File: config.mk
export PLATFORM = sky130hd
export DESIGN_NAME = fp_fflags_commit
export DESIGN_NICKNAME = d
export VERILOG_FILES = /design/src/rtl/fpu_types.sv /design/src/rtl/fp_fflags_table.sv /design/src/rtl/fp_fflags_commit.sv
export SDC_FILE = /design/constraint.sdc
export NUM_CORES = 1
export LEC_CHECK = 0
export CAP_MARGIN = 20
export CORE_MARGIN = 2
export CORE_UTILIZATION = 38
export DETAILED_ROUTE_END_ITERATION = 10
export HOLD_SLACK_MARGIN = 0.03
export PLACE_DENSITY_LB_ADDON = 0.05
export SYNTH_ARGS = -nofsm -noshare
export SYNTH_HDL_FRONTEND = slang
export SYNTH_SLANG_ARGS = --single-unit
File: constraint.sdc
create_clock -name clk -period 2.6 [get_ports clk]
set_input_delay 0.39 -clock clk [delete_from_list [all_inputs] [get_ports clk]]
set_output_delay 0.39 -clock clk [all_outputs]
set_load 0.05 [all_outputs]
File: src/rtl/fpu_types.sv
// Shared FPU types: exception flag vector, rounding mode and the per-ID flag table entry.
package fpu_types;

  // Packed as NV,DZ,OF,UF,NX from bit 4 down to bit 0.
  typedef logic [4:0] fflags_t;
  typedef logic [2:0] rm_t;

  localparam rm_t RM_RNE = 3'b000;

  typedef struct packed {
    logic    valid;
    fflags_t flags;
  } fflags_entry_t;

endpackage

File: src/rtl/fp_fflags_table.sv
// Per-instruction-ID flag storage: issue clears, writebacks accumulate, retire reads with
// same-cycle writeback bypass and then frees the entry.
module fp_fflags_table
  import fpu_types::*;
#(
  parameter int MAX_IDS      = 8,
  parameter int RETIRE_PORTS = 2,
  parameter int ID_W         = $clog2(MAX_IDS)
) (
  input  logic                         clk,
  input  logic                         rst,
  input  logic                         issue_valid,
  input  logic [ID_W-1:0]              issue_id,
  input  logic                         fp_wb_valid,
  input  logic [ID_W-1:0]              fp_wb_id,
  input  fflags_t                      fp_wb_fflags,
  input  logic                         int_wb_valid,
  input  logic [ID_W-1:0]              int_wb_id,
  input  fflags_t                      int_wb_fflags,
  input  logic [RETIRE_PORTS-1:0]      rd_en,
  input  logic [RETIRE_PORTS*ID_W-1:0] rd_id,
  output logic [RETIRE_PORTS-1:0]      rd_valid,
  output fflags_t [RETIRE_PORTS-1:0]   rd_flags,
  output logic                         issue_clash
);

  fflags_entry_t entry_q [MAX_IDS];
  fflags_entry_t entry_d [MAX_IDS];

  // Priority per entry: issue > retire > writeback accumulation.
  always_comb begin
    for (int j = 0; j < MAX_IDS; j++) begin
      entry_d[j] = entry_q[j];
      if (fp_wb_valid && fp_wb_id == ID_W'(j)) begin
        entry_d[j].valid = 1'b1;
        entry_d[j].flags = entry_d[j].flags | fp_wb_fflags;
      end
      if (int_wb_valid && int_wb_id == ID_W'(j)) begin
        entry_d[j].valid = 1'b1;
        entry_d[j].flags = entry_d[j].flags | int_wb_fflags;
      end
      for (int i = 0; i < RETIRE_PORTS; i++) begin
        if (rd_en[i] && rd_id[i*ID_W +: ID_W] == ID_W'(j)) entry_d[j] = '0;
      end
      if (issue_valid && issue_id == ID_W'(j)) entry_d[j] = '0;
    end
  end

  always_ff @(posedge clk) begin
    if (!rst) begin
      for (int j = 0; j < MAX_IDS; j++) entry_q[j] <= '0;
    end else begin
      for (int j = 0; j < MAX_IDS; j++) entry_q[j] <= entry_d[j];
    end
  end

  // Read ports see the stored entry plus any writeback landing on the same ID this cycle.
  always_comb begin
    for (int i = 0; i < RETIRE_PORTS; i++) begin
      rd_valid[i] = entry_q[rd_id[i*ID_W +: ID_W]].valid;
      rd_flags[i] = entry_q[rd_id[i*ID_W +: ID_W]].valid ?
                    entry_q[rd_id[i*ID_W +: ID_W]].flags : '0;
      if (fp_wb_valid && fp_wb_id == rd_id[i*ID_W +: ID_W]) begin
        rd_valid[i] = 1'b1;
        rd_flags[i] = rd_flags[i] | fp_wb_fflags;
      end
      if (int_wb_valid && int_wb_id == rd_id[i*ID_W +: ID_W]) begin
        rd_valid[i] = 1'b1;
        rd_flags[i] = rd_flags[i] | int_wb_fflags;
      end
    end
  end

  assign issue_clash = issue_valid &&
                       ((fp_wb_valid && fp_wb_id == issue_id) ||
                        (int_wb_valid && int_wb_id == issue_id));

endmodule

File: src/rtl/fp_fflags_commit.sv
// Architectural fcsr: accumulates retired FP flags, applies CSR writes to fflags/frm,
// and keeps the sticky FS-dirty and protocol-error indications.
module fp_fflags_commit
  import fpu_types::*;
#(
  parameter int MAX_IDS      = 8,
  parameter int RETIRE_PORTS = 2,
  parameter int ID_W         = $clog2(MAX_IDS)
) (
  input  logic                         clk,
  input  logic                         rst,
  input  logic                         issue_valid,
  input  logic [ID_W-1:0]              issue_id,
  input  logic                         fp_wb_valid,
  input  logic [ID_W-1:0]              fp_wb_id,
  input  logic [4:0]                   fp_wb_fflags,
  input  logic                         int_wb_valid,
  input  logic [ID_W-1:0]              int_wb_id,
  input  logic [4:0]                   int_wb_fflags,
  input  logic [RETIRE_PORTS-1:0]      retire_valid,
  input  logic [RETIRE_PORTS*ID_W-1:0] retire_id,
  input  logic [RETIRE_PORTS-1:0]      retire_is_fp,
  input  logic                         csr_we_fflags,
  input  logic                         csr_we_frm,
  input  logic [7:0]                   csr_wdata,
  output logic [4:0]                   fflags,
  output logic [2:0]                   dyn_rm,
  output logic                         fs_dirty,
  output logic                         protocol_err
);

  logic [RETIRE_PORTS-1:0]    contrib;
  logic [RETIRE_PORTS-1:0]    rd_valid;
  fflags_t [RETIRE_PORTS-1:0] rd_flags;
  logic                       issue_clash;
  fflags_t                    acc;
  logic                       missing_wb;
  fflags_t                    fflags_q;
  rm_t                        frm_q;
  logic                       dirty_q;
  logic                       perr_q;

  assign contrib = retire_valid & retire_is_fp;

  fp_fflags_table #(
    .MAX_IDS      (MAX_IDS),
    .RETIRE_PORTS (RETIRE_PORTS),
    .ID_W         (ID_W)
  ) u_table (
    .clk           (clk),
    .rst           (rst),
    .issue_valid   (issue_valid),
    .issue_id      (issue_id),
    .fp_wb_valid   (fp_wb_valid),
    .fp_wb_id      (fp_wb_id),
    .fp_wb_fflags  (fp_wb_fflags),
    .int_wb_valid  (int_wb_valid),
    .int_wb_id     (int_wb_id),
    .int_wb_fflags (int_wb_fflags),
    .rd_en         (contrib),
    .rd_id         (retire_id),
    .rd_valid      (rd_valid),
    .rd_flags      (rd_flags),
    .issue_clash   (issue_clash)
  );

  always_comb begin
    acc        = '0;
    missing_wb = 1'b0;
    for (int i = 0; i < RETIRE_PORTS; i++) begin
      if (contrib[i]) begin
        if (rd_valid[i]) acc = acc | rd_flags[i];
        else             missing_wb = 1'b1;
      end
    end
  end

  // A CSR write is older than every retire in its group, so younger flags are ORed on top.
  always_ff @(posedge clk) begin
    if (!rst) begin
      fflags_q <= '0;
      frm_q    <= RM_RNE;
      dirty_q  <= 1'b0;
      perr_q   <= 1'b0;
    end else begin
      if (csr_we_fflags) fflags_q <= csr_wdata[4:0] | acc;
      else               fflags_q <= fflags_q | acc;
      if (csr_we_frm) frm_q <= csr_wdata[7:5];
      dirty_q <= dirty_q | (acc != '0) | csr_we_fflags | csr_we_frm;
      perr_q  <= perr_q | missing_wb | issue_clash;
    end
  end

  assign fflags       = fflags_q;
  assign dyn_rm       = frm_q;
  assign fs_dirty     = dirty_q;
  assign protocol_err = perr_q;

endmodule

=== After elaboration in Yosys (flattened, before gate mapping) ===
Memories as Yosys holds them, arrays and structs flattened.
Index checks and enable logic that the tools add are counted.

* Logic and storage cells: 206
* Input bits: 44
* Latch bits: 0
* Memories: 1
* Output and inout port bits: 10
* Memory bits (writable): 48
* Register bits: 10
* Bits in read-only memories: 0

{| class="wikitable"
|+ Memory list
! name !! depth !! width !! rd ports !! clocked after memory_dff !! wr ports !! RTL line !! text
|-
| u_table.entry_q || 8 || 6 || 10 || 0 || 8 || fp_fflags_table.sv:27 || <nowiki>fflags_entry_t entry_q [MAX_IDS];</nowiki>
|}

* Div/mod/pow operators: 0
* Order comparisons: 0
* Add/sub/neg operators: 0
* Bitwise logic cells: 37
* Reduce and logical (&&, ||, !) cells: 54
* Eq/ne operators: 41
* Shifts and indexed selects: 0
* Multipliers: 0
* Mux-type cells: 69

{| class="wikitable"
|+ Operators by type and width
! kind !! count
|-
| 2-to-1 mux 6 bit || 48
|-
| OR 5 bit || 23
|-
| equality test 3 bit, second input constant || 20
|-
| 2-to-1 mux 5 bit || 11
|-
| logical AND 1 bit || 47
|-
| equality test 3 x 2 -> 1 bit, second input constant || 10
|-
| equality test 3 bit || 6
|-
| equality test 3 x 1 -> 1 bit, second input constant || 5
|-
| zero test 3 bit || 5
|-
| OR 1 bit || 13
|-
| 2-to-1 mux 1 bit || 10
|-
| nonzero test 5 bit || 1
|-
| AND 2 bit || 1
|-
| logical OR 1 bit || 1
|}

=== Depth between registers and ports, before layout ===
An unclocked memory read counts as a cell.

* Depth in word-level cells: 15
* Depth in mapped cells: 8
* Mapped depth without buffers: 6

=== Modules after synthesis ===
From an unflattened synthesis, not the netlist that was laid out.

* Cell total of the unflattened synthesis: 376
* Area total of the unflattened synthesis: 3642.2 sq um

{| class="wikitable"
|+ By module, submodules not included
! module !! seq. area each (sq um) !! cells an instance !! instances !! area an instance (sq um)
|-
| fp_fflags_table || 960.9 || 327 || 1 || 3175.5
|-
| fp_fflags_commit || 200.2 || 49 || 1 || 466.7
|}

=== Worst setup path before layout ===
OpenSTA, ideal clock, no wires.

* Path type: in2reg
* Start point: input retire_id[0]
* End point: register dirty_q (netlist: fs_dirty)
* Data required time: 2.462 ns
* Slack: 0.395 ns
* Cell stages on the path: 8
* Library setup time: 0.138 ns
* Buffers on the path: 2
* Arrival: 2.067 ns
* Cell sequence: buf_6 -> buf_2 -> mux4_2 -> mux2_2 -> a222oi_1 -> nor2_1 -> a21oi_1 -> a41oi_1

* Word-level cells in the longest chain between the ends: 15
* Elaborated cells on any way between the ends: 21
* Classes of those cells: eq/ne: 2; mux: 9; bitwise: 6; reduce/logical: 3; memory: 1

{| class="wikitable"
|+ RTL lines
! item !! RTL line !! text
|-
| from (decl) || fp_fflags_commit.sv:21 || <nowiki>input logic [RETIRE_PORTS*ID_W-1:0] retire_id,</nowiki>
|-
| memory read (8 x 6 bit) || n/a ||
|-
| 2-to-1 mux 5 bit || fp_fflags_table.sv:61 || <nowiki>rd_flags[i] = entry_q[rd_id[i*ID_W +: ID_W]].valid ?</nowiki>
|-
| OR 5 bit || fp_fflags_table.sv:65 || <nowiki>rd_flags[i] = rd_flags[i] | fp_wb_fflags;</nowiki>
|-
| 2-to-1 mux 5 bit || fp_fflags_table.sv:63 || <nowiki>if (fp_wb_valid && fp_wb_id == rd_id[i*ID_W +: ID_W]) begin</nowiki>
|-
| OR 5 bit || fp_fflags_table.sv:69 || <nowiki>rd_flags[i] = rd_flags[i] | int_wb_fflags;</nowiki>
|-
| 2-to-1 mux 5 bit || fp_fflags_table.sv:67 || <nowiki>if (int_wb_valid && int_wb_id == rd_id[i*ID_W +: ID_W]) begin</nowiki>
|-
| 2-to-1 mux 5 bit (*) || fp_fflags_commit.sv:72 || <nowiki>if (rd_valid[i]) acc = acc | rd_flags[i];</nowiki>
|-
| 2-to-1 mux 5 bit (*) || fp_fflags_commit.sv:71 || <nowiki>if (contrib[i]) begin</nowiki>
|-
| OR 5 bit || fp_fflags_commit.sv:72 ||
|-
| 2-to-1 mux 5 bit || fp_fflags_commit.sv:72 ||
|-
| 2-to-1 mux 5 bit (*) || fp_fflags_commit.sv:71 ||
|-
| nonzero test 5 bit (*) || fp_fflags_commit.sv:89 || <nowiki>dirty_q <= dirty_q | (acc != '0) | csr_we_fflags | csr_we_frm;</nowiki>
|-
| OR 1 bit (*) (3 in a row) || fp_fflags_commit.sv:89 ||
|-
| to (signal assigned) || fp_fflags_commit.sv:89 ||
|-
| to (decl) || fp_fflags_commit.sv:40 || <nowiki>logic dirty_q;</nowiki>
|}

Mark *: on every way between the ends. The rest lies on a longest branch, timed or not.
A chain may end at the register's enable or synchronous reset.

=== Final worst setup path ===
* Start point: input retire_id[1]
* End point: register dirty_q (netlist: fs_dirty)

Same word-level chain as after synthesis.

==> impl_metrics.tcl <==
set metrics [dict create \
    synth-seq-cells 58 \
    switchingPower_mw 0.6862 \
    synth_top_family_by_area "multiplexers" \
    dieArea_mm2 0.01010 \
    antenna_found_initial 0 \
    cp_top_family "multiplexers" \
    clk_pin_slew_ns 0.07 \
    postSynthCellCount 378 \
    tightest_slew_ns 0.9136 \
    htreeDepth 3 \
    critical_path_arrival_ns 2.72 \
    setup_viol 0 \
    hold_violations 0 \
    r2r_start "u_table.entry_q[6][5]" \
    grt_pass1_vias 3396 \
    start_util_pct 38.67 \
    ys.warnings.count 0 \
    seqPwrFrac_pct 39.3 \
    nFillCells 857 \
    synth_compound_area_share_pct 19.58 \
    holdPathEnd "dyn_rm[1]" \
    cp_slowest_cell "mux4_1" \
    vias 3582 \
    grt_first_pass_wirelength_mm 19.56 \
    crit_path_max_incr_delay_ns 0.54 \
    power.density_mw_per_mm2 518.1 \
    rsz0062_at_grt "false" \
    synth-simple-area-share_pct 16.79 \
    clock_latency_ns 0.34 \
    crit_path_start_kind "input port" \
    core_area_mm2 0.009153 \
    synth-edff-count 0 \
    whs_path_depth 2 \
    synth.net_count 422 \
    synth.cell_area_mm2 0.003540 \
    critPathKind "in -> reg" \
    pre_cts_ws_ns -0.3174 \
    drv_slew 0 \
    worstRegToRegCells 7 \
    fp.dieW_um 100.5 \
    timing.hold.ws_ns 0.4996 \
    layout_commonest_cell "nor2_1" \
    drc 0 \
    die_h_um 100.5 \
    postLayoutCoreUtil_pct 51.72 \
    r2r_slack_ns 0.45 \
    multi_input_area_mm2 0.002200 \
    portBuffers 53 \
    dp_hpwl_mm 9.977 \
    p_int_mw 1.766 \
    clock_power_share_pct 38.1 \
    layout-drive-gt1-share_pct 21.32 \
    end_kind "flop" \
    crit_fanout 6 \
    synth-adder-area-share_pct 0 \
    wirelength_mm 12.53 \
    status "finished clean" \
    min_period_over_period_pct 96.91 \
    cts_buffers 9 \
    cts_tree "done" \
    cts_buffer_depth 2 \
    pwr-share-comb_pct 22.6 \
    synthArstFlopShare_pct 0 \
    cts_root_buf "clkbuf_8" \
    path_cells "clkdlybuf4s50_1, buf_4, buf_4, mux4_1, mux2_2, a222oi_1, nor2_1, a211oi_1, a41oi_1" \
    p_leak_nw 1.786 \
    fin_crit_ns 2.520 \
    synth-xor-area-share_pct 4.454 \
    vias_per_cell 6.176 \
    synth_cell_types 40 \
    r2r-end "fs_dirty" \
    grtUsageTotal_pct 25.89 \
    diodes 0 \
    layout_setup_ws_ns 0.08031 \
    clock-skew-final_ns 0.008261 \
    grt_max_degree 11 \
    drtIter0Drc 348 \
    max_freq_ghz 0.3969 \
    rows 35 \
    sw_frac_of_total_pct 27.98 \
    io_pins 54 \
    regArea_mm2 0.001161 \
    vdd_drop_max_mv 0.2389 \
    cp_common_cell "buf_4" \
    synthMuxAreaShare_pct 21.14 \
    grt.overflow.total 0 \
    post_cts_buffers 0 \
    critPathBufInv 3 \
    slew_headroom_pct 38.63 \
    first_pass_iters 5 \
    yosysSeqAreaShare_pct 32.80 \
    fin_nets 508 \
    synth_ff_type "dfxtp_1" \
    cap_violations 0 \
    area_growth_syn_to_layout_pct 33.72 \
    wl_per_cell_um 21.60 \
    worstHoldStart "dyn_rm[1]" \
    postCtsHoldBufs 0 \
    gp_congestion 0.9205 \
    final_cell_mix "nor2_1 (73), dfxtp_1 (58), buf_4 (55), clkdlybuf4s50_1 (53), a221oi_1 (42)" \
    syn_avg_cell_area_um2 9.364 \
    hp-class "reg -> reg" \
    antenna_left 0 \
    cp.required_ns 2.80 \
    cts_sinks 58 \
]
tightest hold or removal path, stage by stage (launching register included):
cell and delay, ns:
dfxtp_1 0.33, mux2i_1 0.07, nor2_1 0.07
power by group through the flow:
stage	clock, mW	combinational (mW)	sequential, mW
floorplan	0	0.276	1.01
global placement	0	0.542	0.982
detailed placement	0	0.547	0.981
CTS	0.948	0.550	0.961
global route	1.00	0.594	0.967
finish	0.935	0.554	0.964
layer usage:
layer	track usage, %	vias up	wire length, um
met5	0	-	0
met4	9.484	0	367
met3	6.103	34	1064
met2	40.78	211	5687
met1	34.76	1697	5412
li1	-	1640	-
how the worst max path moves through the flow:
stage	slack, ns	end	depth (start not counted)	start
final	0.08	fs_dirty	9	retire_id[1]
after global routing	0.01	fs_dirty	8	retire_id[1]
after CTS	0.03	fs_dirty	8	retire_id[0]
after detailed placement	-0.32	fs_dirty	8	retire_id[0]
after global placement	-0.32	fs_dirty	8	retire_id[0]
after floorplan	0.39	fs_dirty	8	retire_id[0]
cell usage after synthesis, types with 2 or more instances:
library cell | number | area share, %
buf_2 | 7 | 0.99
nand4_1 | 3 | 0.53
or3_1 | 2 | 0.35
dfxtp_1 | 58 | 33
a211oi_1 | 3 | 0.64
buf_4 | 4 | 0.85
mux4_2 | 16 | 10
o221a_2 | 3 | 0.95
nand2_1 | 12 | 1.3
a21oi_1 | 11 | 1.6
and4_1 | 4 | 0.99
o21ai_1 | 3 | 0.42
nor4_1 | 3 | 0.53
nor2_1 | 73 | 7.7
nand3_1 | 2 | 0.28
clkbuf_1 | 17 | 1.8
xnor2_1 | 18 | 4.5
o221ai_1 | 2 | 0.49
buf_6 | 2 | 0.64
mux2_2 | 8 | 2.5
a221oi_1 | 42 | 10
buf_1 | 6 | 0.64
nand2b_1 | 12 | 2.1
o31ai_1 | 2 | 0.42
a222oi_1 | 5 | 1.4
o21ai_0 | 6 | 0.85
nor3_1 | 18 | 2.5
mux4_1 | 6 | 4.5
a22oi_1 | 5 | 1.1
inv_1 | 2 | 0.21
mux2i_1 | 14 | 4.0
stage by stage:
step | setup TNS (ns) | instance area [um^2] | std cells | power, mW
2_1_floorplan | 0 | 3540 | 378 | 1.284
3_3_place_gp | -1.055 | 4501 | 563 | 1.524
3_5_place_dp | -1.020 | 4508 | 564 | 1.528
4_1_cts | 0 | 4727 | 580 | 2.460
5_1_grt | 0 | 4733 | 580 | 2.562
6_report | 0 | 4733 | 580 | 2.452
area by class of cell:
type	count	share of cell area, %
tap	111	2.934
clock buffer	12	3.066
clock inverter	4	1.560
timing repair buffer	111	21.20
sequential	58	24.53
multi-input combinational	281	46.47
inverter	3	0.2379
flip-flops by register name, indices dropped and copies added, names as in the netlist:
signal,flops
protocol_err,1
u_table.entry_q,48
fs_dirty,1
fflags,5
dyn_rm,3
kinds of logic (layout without fill, tap and decap cells):
group | count (synthesis) | after routing
XOR/XNOR | 18 | 18
buffers and inverters | 39 | 130
flip-flops | 58 | 58
AND/OR/NAND/NOR | 131 | 131
multiplexers | 44 | 44
AO/OA/AOI/OAI | 88 | 88
repair_timing:
item,CTS,global route
endpoints found under the hold margin,0,0
gates resized for setup,0,1
setup endpoints to repair,0,1
No activity file was read; power rests on OpenSTA's default activity.
